$ cat config.mk
export PLATFORM = sky130hd
export DESIGN_NAME = pipe_hazard_ctrl
export DESIGN_NICKNAME = d
export VERILOG_FILES = /design/src/rtl/pipe_hazard_ctrl.sv
export SDC_FILE = /design/constraint.sdc
export NUM_CORES = 1
export LEC_CHECK = 0
export BUFFER_PORTS_ARGS = -buffer_cell sky130_fd_sc_hd__buf_2
export CAP_MARGIN = 20
export CORE_MARGIN = 4
export CORE_UTILIZATION = 29
export CTS_CLUSTER_DIAMETER = 100
export DETAILED_ROUTE_END_ITERATION = 10
export GPL_ROUTABILITY_DRIVEN = 0
export HOLD_SLACK_MARGIN = 0.15
export SLEW_MARGIN = 25
export SYNTH_ARGS = -nofsm -noshare
export SYNTH_HDL_FRONTEND = slang
export SYNTH_SLANG_ARGS = --single-unit
$ cat constraint.sdc
create_clock -name i_clk -period 3.2 [get_ports i_clk]
set_input_delay 0.8 -clock i_clk [delete_from_list [all_inputs] [get_ports i_clk]]
set_output_delay 0.8 -clock i_clk [all_outputs]
set_load 0.02 [all_outputs]
$ cat src/rtl/pipe_hazard_ctrl.sv
// ---------------------------------------------------------------------------
// pipe_hazard_ctrl
//   Hazard and forwarding controller for the 5-stage RISC-V pipeline.
//   Resolves load-use hazards and taken-branch redirects, selects operand
//   forwarding for EX, and holds the pipeline while an iterative MUL/DIV
//   occupies EX. Two saturating perf counters track stall cycles and taken
//   redirects.
//
// State table (multicycle EX FSM)
//   state   | meaning
//   --------+-------------------------------------------------------------
//   ST_IDLE | no multicycle op in flight; start in EX begins the stall
//   ST_BUSY | op iterating; stall while mc_cnt!=0, done pulse at mc_cnt==0
//
// Ports
//   i_clk, i_rst                 clock, synchronous active-high reset
//   i_rs1_addr_d, i_rs2_addr_d   source registers of the DECODE instruction
//   i_rs1_addr_e, i_rs2_addr_e   source registers of the EX instruction
//   i_rd_addr_e, i_regwrite_e    EX destination and write enable
//   i_load_e, i_mc_start_e       EX is a load / a multicycle op
//   i_rd_addr_m, i_regwrite_m    MEM destination and write enable
//   i_rd_addr_w, i_regwrite_w    WB destination and write enable
//   i_pcsrc_e                    taken branch/jump resolved in EX
//   i_cnt_clr                    clear both perf counters
//   o_stall_f/d/e                hold PC / IF-ID / ID-EX
//   o_flush_d/e/m                bubble into IF-ID / ID-EX / EX-MEM
//   o_forward_a_e/b_e            00 regfile, 10 MEM result, 01 WB result
//   o_mc_busy, o_mc_done         FSM busy / one-cycle result-valid pulse
//   o_stall_cnt, o_flush_cnt     saturating perf counters
// ---------------------------------------------------------------------------
module pipe_hazard_ctrl #(
  parameter int P_REG_ADDR_WIDTH = 5,
  parameter int P_MC_LAT         = 4,
  parameter int P_CNT_WIDTH      = 16
) (
  input  logic                        i_clk,
  input  logic                        i_rst,
  input  logic [P_REG_ADDR_WIDTH-1:0] i_rs1_addr_d,
  input  logic [P_REG_ADDR_WIDTH-1:0] i_rs2_addr_d,
  input  logic [P_REG_ADDR_WIDTH-1:0] i_rs1_addr_e,
  input  logic [P_REG_ADDR_WIDTH-1:0] i_rs2_addr_e,
  input  logic [P_REG_ADDR_WIDTH-1:0] i_rd_addr_e,
  input  logic                        i_regwrite_e,
  input  logic                        i_load_e,
  input  logic                        i_mc_start_e,
  input  logic [P_REG_ADDR_WIDTH-1:0] i_rd_addr_m,
  input  logic                        i_regwrite_m,
  input  logic [P_REG_ADDR_WIDTH-1:0] i_rd_addr_w,
  input  logic                        i_regwrite_w,
  input  logic                        i_pcsrc_e,
  input  logic                        i_cnt_clr,
  output logic                        o_stall_f,
  output logic                        o_stall_d,
  output logic                        o_stall_e,
  output logic                        o_flush_d,
  output logic                        o_flush_e,
  output logic                        o_flush_m,
  output logic [1:0]                  o_forward_a_e,
  output logic [1:0]                  o_forward_b_e,
  output logic                        o_mc_busy,
  output logic                        o_mc_done,
  output logic [P_CNT_WIDTH-1:0]      o_stall_cnt,
  output logic [P_CNT_WIDTH-1:0]      o_flush_cnt
);

  if (P_MC_LAT < 2) begin : g_bad_mc_lat
    $error("pipe_hazard_ctrl: P_MC_LAT must be >= 2");
  end

  // Down-counter only needs to hold P_MC_LAT-2.
  localparam int                  MC_CNT_W = (P_MC_LAT > 2) ? $clog2(P_MC_LAT) : 1;
  localparam logic [MC_CNT_W-1:0] MC_LOAD  = MC_CNT_W'(P_MC_LAT - 2);

  typedef enum logic {
    ST_IDLE = 1'b0,
    ST_BUSY = 1'b1
  } mc_state_t;

  mc_state_t             mc_state;
  logic [MC_CNT_W-1:0]   mc_cnt;

  logic                  mc_stall;
  logic                  mc_done;
  logic                  load_use;
  logic                  redirect;

  // EX write enable is not needed: only loads create a decode-side hazard,
  // ALU results reach EX through the MEM/WB forwarding paths.
  logic                  unused_regwrite_e;
  assign unused_regwrite_e = i_regwrite_e;

  // -------------------------------------------------------------------------
  // Multicycle EX FSM
  // -------------------------------------------------------------------------
  always_ff @(posedge i_clk) begin
    if (i_rst) begin
      mc_state <= ST_IDLE;
      mc_cnt   <= '0;
    end else begin
      case (mc_state)
        ST_IDLE: begin
          if (i_mc_start_e) begin
            mc_state <= ST_BUSY;
            mc_cnt   <= MC_LOAD;
          end
        end
        ST_BUSY: begin
          // start is ignored here: the same instruction is still in EX
          if (mc_cnt == '0) begin
            mc_state <= ST_IDLE;
          end else begin
            mc_cnt <= mc_cnt - 1'b1;
          end
        end
        default: begin
          mc_state <= ST_IDLE;
          mc_cnt   <= '0;
        end
      endcase
    end
  end

  // The start cycle itself stalls, so total stall is P_MC_LAT-1 cycles and
  // EX advances on the done cycle.
  assign mc_stall = !i_rst &&
                    (((mc_state == ST_IDLE) && i_mc_start_e) ||
                     ((mc_state == ST_BUSY) && (mc_cnt != '0)));
  assign mc_done  = !i_rst && (mc_state == ST_BUSY) && (mc_cnt == '0);

  assign o_mc_busy = !i_rst && (mc_state == ST_BUSY);
  assign o_mc_done = mc_done;

  // -------------------------------------------------------------------------
  // Hazard detection
  // -------------------------------------------------------------------------
  assign load_use = i_load_e && (i_rd_addr_e != '0) &&
                    ((i_rd_addr_e == i_rs1_addr_d) || (i_rd_addr_e == i_rs2_addr_d));

  // Priority: reset, multicycle stall, branch redirect, load-use.
  // A redirect squashes the younger instruction, so stalling it is pointless.
  always_comb begin
    o_stall_f = 1'b0;
    o_stall_d = 1'b0;
    o_stall_e = 1'b0;
    o_flush_d = 1'b0;
    o_flush_e = 1'b0;
    o_flush_m = 1'b0;
    if (i_rst) begin
      o_flush_d = 1'b1;
      o_flush_e = 1'b1;
      o_flush_m = 1'b1;
    end else if (mc_stall) begin
      o_stall_f = 1'b1;
      o_stall_d = 1'b1;
      o_stall_e = 1'b1;
      o_flush_m = 1'b1;
    end else if (i_pcsrc_e) begin
      o_flush_d = 1'b1;
      o_flush_e = 1'b1;
    end else if (load_use) begin
      o_stall_f = 1'b1;
      o_stall_d = 1'b1;
      o_flush_e = 1'b1;
    end
  end

  assign redirect = !i_rst && !mc_stall && i_pcsrc_e;

  // -------------------------------------------------------------------------
  // Forwarding: MEM beats WB (younger value), x0 never forwarded
  // -------------------------------------------------------------------------
  function automatic logic [1:0] fwd_sel(
    input logic [P_REG_ADDR_WIDTH-1:0] rs,
    input logic [P_REG_ADDR_WIDTH-1:0] rd_m,
    input logic                        we_m,
    input logic [P_REG_ADDR_WIDTH-1:0] rd_w,
    input logic                        we_w
  );
    logic [1:0] sel;
    sel = 2'b00;
    if (we_m && (rd_m != '0) && (rd_m == rs)) begin
      sel = 2'b10;
    end else if (we_w && (rd_w != '0) && (rd_w == rs)) begin
      sel = 2'b01;
    end
    return sel;
  endfunction

  always_comb begin
    o_forward_a_e = 2'b00;
    o_forward_b_e = 2'b00;
    if (!i_rst) begin
      o_forward_a_e = fwd_sel(i_rs1_addr_e, i_rd_addr_m, i_regwrite_m,
                              i_rd_addr_w, i_regwrite_w);
      o_forward_b_e = fwd_sel(i_rs2_addr_e, i_rd_addr_m, i_regwrite_m,
                              i_rd_addr_w, i_regwrite_w);
    end
  end

  // -------------------------------------------------------------------------
  // Saturating perf counters
  // -------------------------------------------------------------------------
  always_ff @(posedge i_clk) begin
    if (i_rst || i_cnt_clr) begin
      o_stall_cnt <= '0;
      o_flush_cnt <= '0;
    end else begin
      if (o_stall_f && (o_stall_cnt != '1)) begin
        o_stall_cnt <= o_stall_cnt + 1'b1;
      end
      if (redirect && (o_flush_cnt != '1)) begin
        o_flush_cnt <= o_flush_cnt + 1'b1;
      end
    end
  end

endmodule

==> results of run 1 <==
layer usage:
metal,up-vias,routed length [µm],global-route usage [%]
met3,6,336,2.84
met1,984,2450,15.6
met4,0,92,4.69
met2,54,2620,20.6
met5,-,0,0
li1,1125,-,-
worst min-delay path, delay by kind of cell (launching register included):
| kind | cells | cell delay [ns] |
|---|---|---|
| AND/OR/NAND/NOR | 1 | 0.07 |
| flip-flops | 1 | 0.33 |
| AO/OA/AOI/OAI | 1 | 0.06 |
how the worst max path moves through the flow:
stage | end | startpoint | depth (start not counted)
3_3_place_gp | o_forward_a_e[0] | i_rd_addr_m[1] | 6
5_1_grt | o_forward_a_e[0] | i_rd_addr_m[1] | 6
3_5_place_dp | o_forward_a_e[0] | i_rd_addr_m[1] | 6
2_1_floorplan | o_forward_a_e[0] | i_rd_addr_m[1] | 4
4_1_cts | o_forward_a_e[0] | i_rd_addr_m[1] | 6
6_report | o_forward_a_e[0] | i_rd_addr_m[1] | 6
layout by cell type (no fill, tap or decap), types with 5 or more instances in the layout:
master	n
a21oi_1	11
and3_1	5
buf_2	86
clkbuf_8	7
dfxtp_1	35
inv_1	7
mux2i_1	9
nand2_1	27
nand3_1	18
nor2_1	23
nor4_1	8
or3_1	9
or4_1	10
xnor2_1	27
xor2_1	17
registers in the layout, indices dropped and copies added, names as in the netlist:
name,flops
o_flush_cnt,16
o_stall_cnt,16
mc_cnt,2
mc_state,1
logic make-up after synthesis:
| logic type | share of synthesized area, % |
|---|---|
| AOI/OAI and AO/OA | 9.06 |
| xor gates and xnor gates | 17.4 |
| adders and majority gates | 1.70 |
| buffers and inverters | 4.47 |
| DFF | 31.7 |
| muxes | 4.08 |
| and+or+nand+nor | 31.5 |
power breakdown:
part	leakage (nW)	switching, mW	total, mW	internal, mW
Sequential	0.282	0.00326	0.442	0.439
Clock	0.0505	0.163	0.359	0.196
Combinational	0.811	0.0868	0.154	0.0673
Total	1.14	0.253	0.955	0.702
metrics by stage:
step           utilization (%)  setup WS, ns
6_report                  38.7         0.147
5_1_grt                   38.7        0.0540
4_1_cts                   38.7        0.0265
3_5_place_dp              37.3        0.0325
3_3_place_gp              37.3        0.0566
2_1_floorplan                -         0.157
cell type report:
class,instances,area (µm²)
Fill cell,769,4490
Multi-Input combinational cell,215,1420
Sequential cell,35,701
Timing Repair Buffer,89,453
Tap cell,99,124
Clock buffer,7,96.3
Inverter,8,32.5
Clock inverter,1,7.51
==> flow_summary.json, run 1 <==
{
  "ys_top_cells_by_count": "dfxtp_1, nand2_1, xnor2_1",
  "cpLargestDelayFamily": "simple AND/OR/NAND/NOR gates",
  "min_path_type": "reg -> reg",
  "fp.dieW_um": 95.3,
  "portBuffers": 86,
  "r2r_cells": 9,
  "synth.net_count": 314,
  "placedCellCount": 446,
  "synth_edf_count": 0,
  "syn_area_per_cell_um2": 8.28,
  "outcome": "finished, final reports clean",
  "ff2ff_setup_slack_ns": 1.01,
  "synth_top_cell_area_share_pct": 31.7,
  "p_per_area_nw_per_um2": 337,
  "fin_cells": 454,
  "synth_most_common_cell": "dfxtp_1",
  "grt_pass1_wl_mm": 9.14,
  "first_global_vias": 2032,
  "synth_ff_type": "dfxtp_1",
  "cp_data_required_time_ns": 2.40,
  "syn_inst": 267,
  "ys_seq_elements": 35,
  "post-route-period-util_pct": 95.4,
  "r2r-end": "o_stall_cnt[14]",
  "syn2layout_area_growth_pct": 28.4,
  "worstMarginPinSlew_ns": 0.703,
  "path_class": "in -> out",
  "wl_mm": 5.50,
  "core_area_um2": 7330,
  "numCtsBuffers": 5,
  "cts-root-buf": "clkbuf_8",
  "die_h_um": 95.3,
  "path_common_cell": "buf_2",
  "ctsHoldBuffers": 0,
  "antenna_found_initial": 0,
  "vias_per_cell": 4.78,
  "hpwlAfterDp_mm": 4.38,
  "hold_path_end": "mc_cnt[1]",
  "power_uw": 955,
  "rsz0062_at_grt": "no",
  "crit_chain": "buf_2 > or4_1 > o21ai_1 > nor3_1 > nor4_2 > buf_2",
  "yosysTopAreaCell": "dfxtp_1",
  "clkLatencyLatePin_ns": 0.28,
  "peakVddDrop_mv": 0.149,
  "ys_warn_count": 0,
  "final_area_um2": 2840,
  "io_pins": 88,
  "crit_arrival_ns": 2.25,
  "slew-limit-headroom_pct": 53.1,
  "cts_max_path_buffers": 2,
  "grt.overflow.total": 0,
  "async_reset_ff_share_pct": 0,
  "p_leak_nw": 1.14,
  "syn_area_um2": 2210,
  "fin_setup_tns_ns": 0,
  "cp_slowest_stage_delay_ns": 0.53,
  "ctsHtreeMaxLevel": 2,
  "ctsResizeCount": 0,
  "critical_path_buf_inv_count": 2,
  "min_period_ns": 3.05,
  "antenna_cells": 0,
  "clk_pin_slew_ns": 0.07,
  "drtPass1Iterations": 4,
  "grt_max_degree": 24,
  "grt_usage_pct": 12.4,
  "drive_gt1_share_pct": 31.5,
  "routed-via-count": 2169,
  "finClkSkew_ns": 0.00505,
  "crit_path_end_kind": "output pin",
  "wl_per_cell_um": 12.1,
  "timing.rr.start": "mc_cnt[0]",
  "ant_nets": 0,
  "final_hold_viol_count": 0,
  "setup_viol": 0,
  "synthTopCellsByArea": "dfxtp_1, xnor2_1, xor2_1",
  "numClockSinks": 35,
  "start_util_pct": 30.1,
  "std_cell_rows": 31,
  "cts_tree": "built",
  "place_area_um2": 2730,
  "whs_path_depth": 2,
  "drv_slew": 0,
  "hp-start": "mc_cnt[1]",
  "die_area_um2": 9080,
  "drcViolationCount": 0,
  "fin_nets": 401,
  "fmax_mhz": 328,
  "synth-seq-area-share_pct": 31.7,
  "post-cts-setup-buffers": 0,
  "cp_max_fo": 3,
  "finalHoldWorstSlack_ns": 0.491,
  "critPathLaunchType": "input port",
  "cap_violations": 0,
  "yosysUniqueCellTypes": 46,
  "drtIter0Drc": 49,
  "cp_slowest_cell": "or4_1"
}
Note: power is estimated with default switching activity, not from simulation.
==> inputs of run 2 (changes only) <==
--- a/config.mk
+++ b/config.mk
@@ -6,13 +6,13 @@
 export NUM_CORES = 1
 export LEC_CHECK = 0
 export BUFFER_PORTS_ARGS = -buffer_cell sky130_fd_sc_hd__buf_2
-export CAP_MARGIN = 20
 export CORE_MARGIN = 4
 export CORE_UTILIZATION = 29
 export CTS_CLUSTER_DIAMETER = 100
 export DETAILED_ROUTE_END_ITERATION = 10
 export GPL_ROUTABILITY_DRIVEN = 0
 export HOLD_SLACK_MARGIN = 0.15
+export PLACE_DENSITY = 0.61
 export SLEW_MARGIN = 25
 export SYNTH_ARGS = -nofsm -noshare
 export SYNTH_HDL_FRONTEND = slang
==> flow_summary.json, run 2 (same netlist as run 1, synthesis figures left out) <==
{
  "final_common_cell": "buf_2",
  "preCtsSetupSlack_ns": 0.0642,
  "die_area_um2": 9080,
  "p_switching_uw": 247,
  "slew-limit-headroom_pct": 53.7,
  "cpLargestDelayFamily": "simple AND/OR/NAND/NOR gates",
  "post-route-util_pct": 38.4,
  "grt_pass1_wl_mm": 9.18,
  "cp_slowest_stage_delay_ns": 0.52,
  "p_int_uw": 659,
  "p_comb_share_pct": 17.1,
  "clkLatencyLatePin_ns": 0.29,
  "worstMarginPinSlew_ns": 0.693,
  "seq_power_share_pct": 48.8,
  "core_area_um2": 7330,
  "cts_max_path_buffers": 2,
  "cts-root-buf": "clkbuf_8",
  "placedCellCount": 446,
  "finClkSkew_ns": 0.00849,
  "p_clk_share_pct": 34.1,
  "p_leak_nw": 1.14,
  "crit_path_end_kind": "output pin",
  "setup_viol": 0,
  "vias_per_cell": 4.77,
  "start_util_pct": 30.1,
  "crit_chain": "buf_2 > or4_1 > o21ai_1 > nor3_1 > nor4_2 > buf_2",
  "fmax_mhz": 329,
  "antenna_found_initial": 0,
  "p_per_area_nw_per_um2": 322,
  "fin_nets": 401,
  "wl_mm": 5.62,
  "clk_pin_slew_ns": 0.07,
  "swShare_pct": 27.2,
  "post-route-period-util_pct": 95.1,
  "ant_nets": 0,
  "path_class": "in -> out",
  "drive_gt1_share_pct": 31.0,
  "rsz0062_at_grt": "no",
  "cp_max_fo": 3,
  "wl_met3_um": 293,
  "numCtsBuffers": 5,
  "routed-via-count": 2164,
  "outcome": "finished, final reports clean",
  "first_global_vias": 2005,
  "die_h_um": 95.3,
  "antenna_cells": 0,
  "std_cell_rows": 31,
  "cp_data_required_time_ns": 2.40,
  "wl_per_cell_um": 12.4,
  "io_pins": 88,
  "fin_setup_tns_ns": 0,
  "drcViolationCount": 0,
  "syn2layout_area_growth_pct": 27.4,
  "drtPass1Iterations": 4,
  "critical_path_buf_inv_count": 2,
  "fp.dieW_um": 95.3,
  "grt_max_degree": 24,
  "grt_usage_pct": 12.5,
  "cts_tree": "built",
  "fin_cells": 454,
  "top_layer": "met4",
  "grt.overflow.total": 0,
  "ctsHtreeMaxLevel": 2,
  "cap_violations": 0,
  "drtIter0Drc": 33,
  "cp_slowest_cell": "or4_1",
  "peakVddDrop_mv": 0.105,
  "critPathLaunchType": "input port",
  "routedLengthMet1_mm": 2.61,
  "drv_slew": 0,
  "path_common_cell": "buf_2",
  "min_period_ns": 3.04,
  "crit_arrival_ns": 2.24,
  "ctsHoldBuffers": 0,
  "final_cell_mix": "buf_2, dfxtp_1, xnor2_1, nand2_1, nor2_1",
  "portBuffers": 86,
  "numClockSinks": 35,
  "final_hold_viol_count": 0,
  "min_path_type": "reg -> reg",
  "largestRegisters": "o_flush_cnt (16), o_stall_cnt (16), mc_cnt (2)",
  "worst_slack_ns": 0.157,
  "hpwlAfterDp_mm": 4.43,
  "dr_wl_met2_mm": 2.63
}
[run 2: changes by cell type in the layout (fill, tap and decap cells not counted), sizes merged]
cell	before	now
clkinvlp	1	0
clkinv	0	1
[run 2: repair_timing]
item                                    CTS  global route
setup buffers                             0             0
gates resized for setup                   0             1
endpoints found under the setup margin    0             2
[run 2: path summary, 6_finish.rpt]
check            startpoint                to  slack, ns  depth (start not counted)
min reg2reg       mc_cnt[1]         mc_cnt[1]       0.49                          2
max reg2reg       mc_cnt[0]    o_stall_cnt[3]       1.02                          9
min               mc_cnt[1]         mc_cnt[1]       0.49                          2
max          i_rd_addr_m[1]  o_forward_a_e[0]       0.16                          6
[run 2: stage by stage]
stage	power (mW)	hold slack (ns)	cell area, µm²
after CTS	0.927	0.497	2810
after global routing	0.962	0.535	2810
after floorplan	0.550	0.455	2220
after detailed placement	0.609	0.480	2730
final	0.906	0.491	2810
after global placement	0.606	0.468	2730
[run 2: power groups by stage]
stage                     Sequential, mW  Clock (mW)  Combinational [mW]
after floorplan                    0.453           0              0.0972
after global placement             0.452           0               0.154
after CTS                          0.442       0.328               0.157
after global routing               0.443       0.346               0.173
after detailed placement           0.452           0               0.157
final                              0.442       0.309               0.155
[run 2: area by class of cell]
cell class,instances,area (µm²)
fill,781,4520
multi-input combinational,215,1420
sequential,35,701
timing repair buffer,89,453
tap,99,124
clock buffer,7,76.3
inverter,8,32.5
clock inverter,1,5.00
[run 2: worst reg2reg max path: cells and delay by family (launching register included)]
kind | cells | cell delay (ns)
adders and majority gates | 1 | 0.19
DFF | 1 | 0.35
AOI/OAI and AO/OA | 3 | 0.43
and+or+nand+nor | 3 | 0.86
buffers and inverters | 2 | 0.28
[run 2: metal layers]
layer	global-route usage, %	vias up
met1	16.0	979
met2	20.1	50
met5	0	-
met4	4.69	0
met3	3.31	8
li1	-	1127
==> inputs of run 3 (changes only) <==
--- a/config.mk
+++ b/config.mk
@@ -13,6 +13,7 @@
 export GPL_ROUTABILITY_DRIVEN = 0
 export HOLD_SLACK_MARGIN = 0.15
 export PLACE_DENSITY = 0.61
+export SETUP_SLACK_MARGIN = 0.4
 export SLEW_MARGIN = 25
 export SYNTH_ARGS = -nofsm -noshare
 export SYNTH_HDL_FRONTEND = slang
==> flow_summary.json, run 3 (same netlist as run 1, synthesis figures left out) <==
{
  "outcome": "finished, final reports clean",
  "portBuffers": 86,
  "drive_gt1_share_pct": 34.8,
  "cp_data_required_time_ns": 2.40,
  "r2r_cells": 10,
  "p_leak_nw": 1.20,
  "io_pins": 88,
  "hpwlAfterDp_mm": 4.62,
  "final_common_cell": "buf_2",
  "final_cell_mix": "buf_2, dfxtp_1, xnor2_1, nand2_1, nor2_1",
  "cts_max_path_buffers": 2,
  "worstMarginPinSlew_ns": 0.697,
  "rsz0062_at_grt": "yes",
  "drcViolationCount": 0,
  "worst_slack_ns": 0.315,
  "critPathLaunchType": "input port",
  "critical_path_buf_inv_count": 2,
  "grt_max_degree": 24,
  "path_class": "in -> out",
  "whs_path_depth": 2,
  "wl_mm": 5.91,
  "largestRegisters": "o_flush_cnt (16), o_stall_cnt (16), mc_cnt (2)",
  "numCtsBuffers": 5,
  "multi_input_area_um2": 1500,
  "ctsHoldBuffers": 0,
  "setup_viol": 0,
  "cap_violations": 0,
  "cp_slowest_stage_delay_ns": 0.55,
  "fp.dieW_um": 95.3,
  "preCtsSetupSlack_ns": 0.152,
  "min_path_type": "reg -> reg",
  "grt_pass1_wl_mm": 9.65,
  "cts-root-buf": "clkbuf_8",
  "clk_pin_slew_ns": 0.06,
  "syn2layout_area_growth_pct": 37.0,
  "die_area_um2": 9080,
  "cp_slowest_cell": "or4_4",
  "slew-limit-headroom_pct": 53.5,
  "post-route-period-util_pct": 90.2,
  "regArea_um2": 701,
  "grt_usage_pct": 13.2,
  "drtIter0Drc": 55,
  "start_util_pct": 30.1,
  "min_period_ns": 2.89,
  "numClockSinks": 35,
  "wl_per_cell_um": 12.9,
  "timing.rr.start": "mc_cnt[0]",
  "cpLargestDelayFamily": "simple AND/OR/NAND/NOR gates",
  "hold_path_end": "o_stall_cnt[9]",
  "vias_per_cell": 4.84,
  "drtPass1Iterations": 6,
  "cts_tree": "built",
  "fmax_mhz": 347,
  "crit_chain": "buf_4 > xor2_1 > or4_4 > nor4_4 > buf_4",
  "ant_nets": 0,
  "first_global_vias": 2130,
  "fin_cells": 458,
  "antenna_found_initial": 0,
  "crit_arrival_ns": 2.09,
  "peakVddDrop_mv": 0.152,
  "final_hold_viol_count": 0,
  "die_h_um": 95.3,
  "r2r-end": "o_stall_cnt[3]",
  "core_area_um2": 7330,
  "place_area_um2": 2750,
  "cp_max_fo": 3,
  "std_cell_rows": 31,
  "ctsHtreeMaxLevel": 2,
  "critPathLaunch": "i_rd_addr_w[3]",
  "final_area_um2": 3030,
  "routed-via-count": 2217,
  "clkLatencyLatePin_ns": 0.29,
  "hp-start": "o_stall_cnt[9]",
  "path_common_cell": "buf_4",
  "antenna_cells": 0,
  "placedCellCount": 445,
  "finClkSkew_ns": 0.00948,
  "fin_setup_tns_ns": 0,
  "fill_cells": 752,
  "crit_path_end_kind": "output pin",
  "finalHoldWorstSlack_ns": 0.483,
  "ff2ff_setup_slack_ns": 0.89,
  "drv_slew": 0,
  "grt.overflow.total": 0,
  "p_per_area_nw_per_um2": 326,
  "fin_nets": 405
}
run 3: cell count changes in the layout (fill, tap and decap cells not counted), moves of 4 or more:
cell	change
or4_1	-4
buf_6	+9
buf_4	+7
or4_4	+4
buf_2	-14
run 3: worst max path at each step:
stage,to,cells after the start
after global placement,o_stall_f,7
after detailed placement,o_stall_f,7
after global routing,o_stall_f,7
final,o_forward_b_e[0],5
after floorplan,o_stall_f,8
after CTS,o_stall_f,7
run 3: worst min-delay path: stages, from the launching register on:
cell and delay, ns:
dfxtp_1 0.33, nand2_1 0.06, mux2i_1 0.05
run 3: report_power, final:
part           switching, mW  internal, mW
Sequential           0.00359         0.439
Clock                  0.165         0.196
Combinational         0.0983        0.0860
Total                  0.266         0.721
run 3: stage by stage:
stage,power [mW],util [%]
floorplan,0.554,-
global placement,0.610,37.5
detailed placement,0.613,37.5
CTS,0.995,40.2
global route,1.04,41.3
finish,0.987,41.3
run 3: final cells by class:
class	instances	area share, %
tap	99	4.09
inverter	8	1.24
clock inverter	1	0.248
multi-input combinational	215	49.4
sequential	35	23.1
clock buffer	7	3.18
timing repair buffer	93	18.7
run 3: timing repair:
action                                  CTS  global route
buffers inserted                          2             3
pin swaps                                 7             5
gates resized for setup                  20            16
hold endpoints to repair                  0             0
endpoints found under the setup margin    5             6
run 3: routing by layer:
| metal | part of all wire (%) | track usage (%) | up-vias |
|---|---|---|---|
| li1 | - | - | 1126 |
| met1 | 44 | 15.9 | 1019 |
| met2 | 48 | 22.6 | 66 |
| met3 | 7.3 | 3.39 | 6 |
| met4 | 1.2 | 4.33 | 0 |
| met5 | 0 | 0 | - |
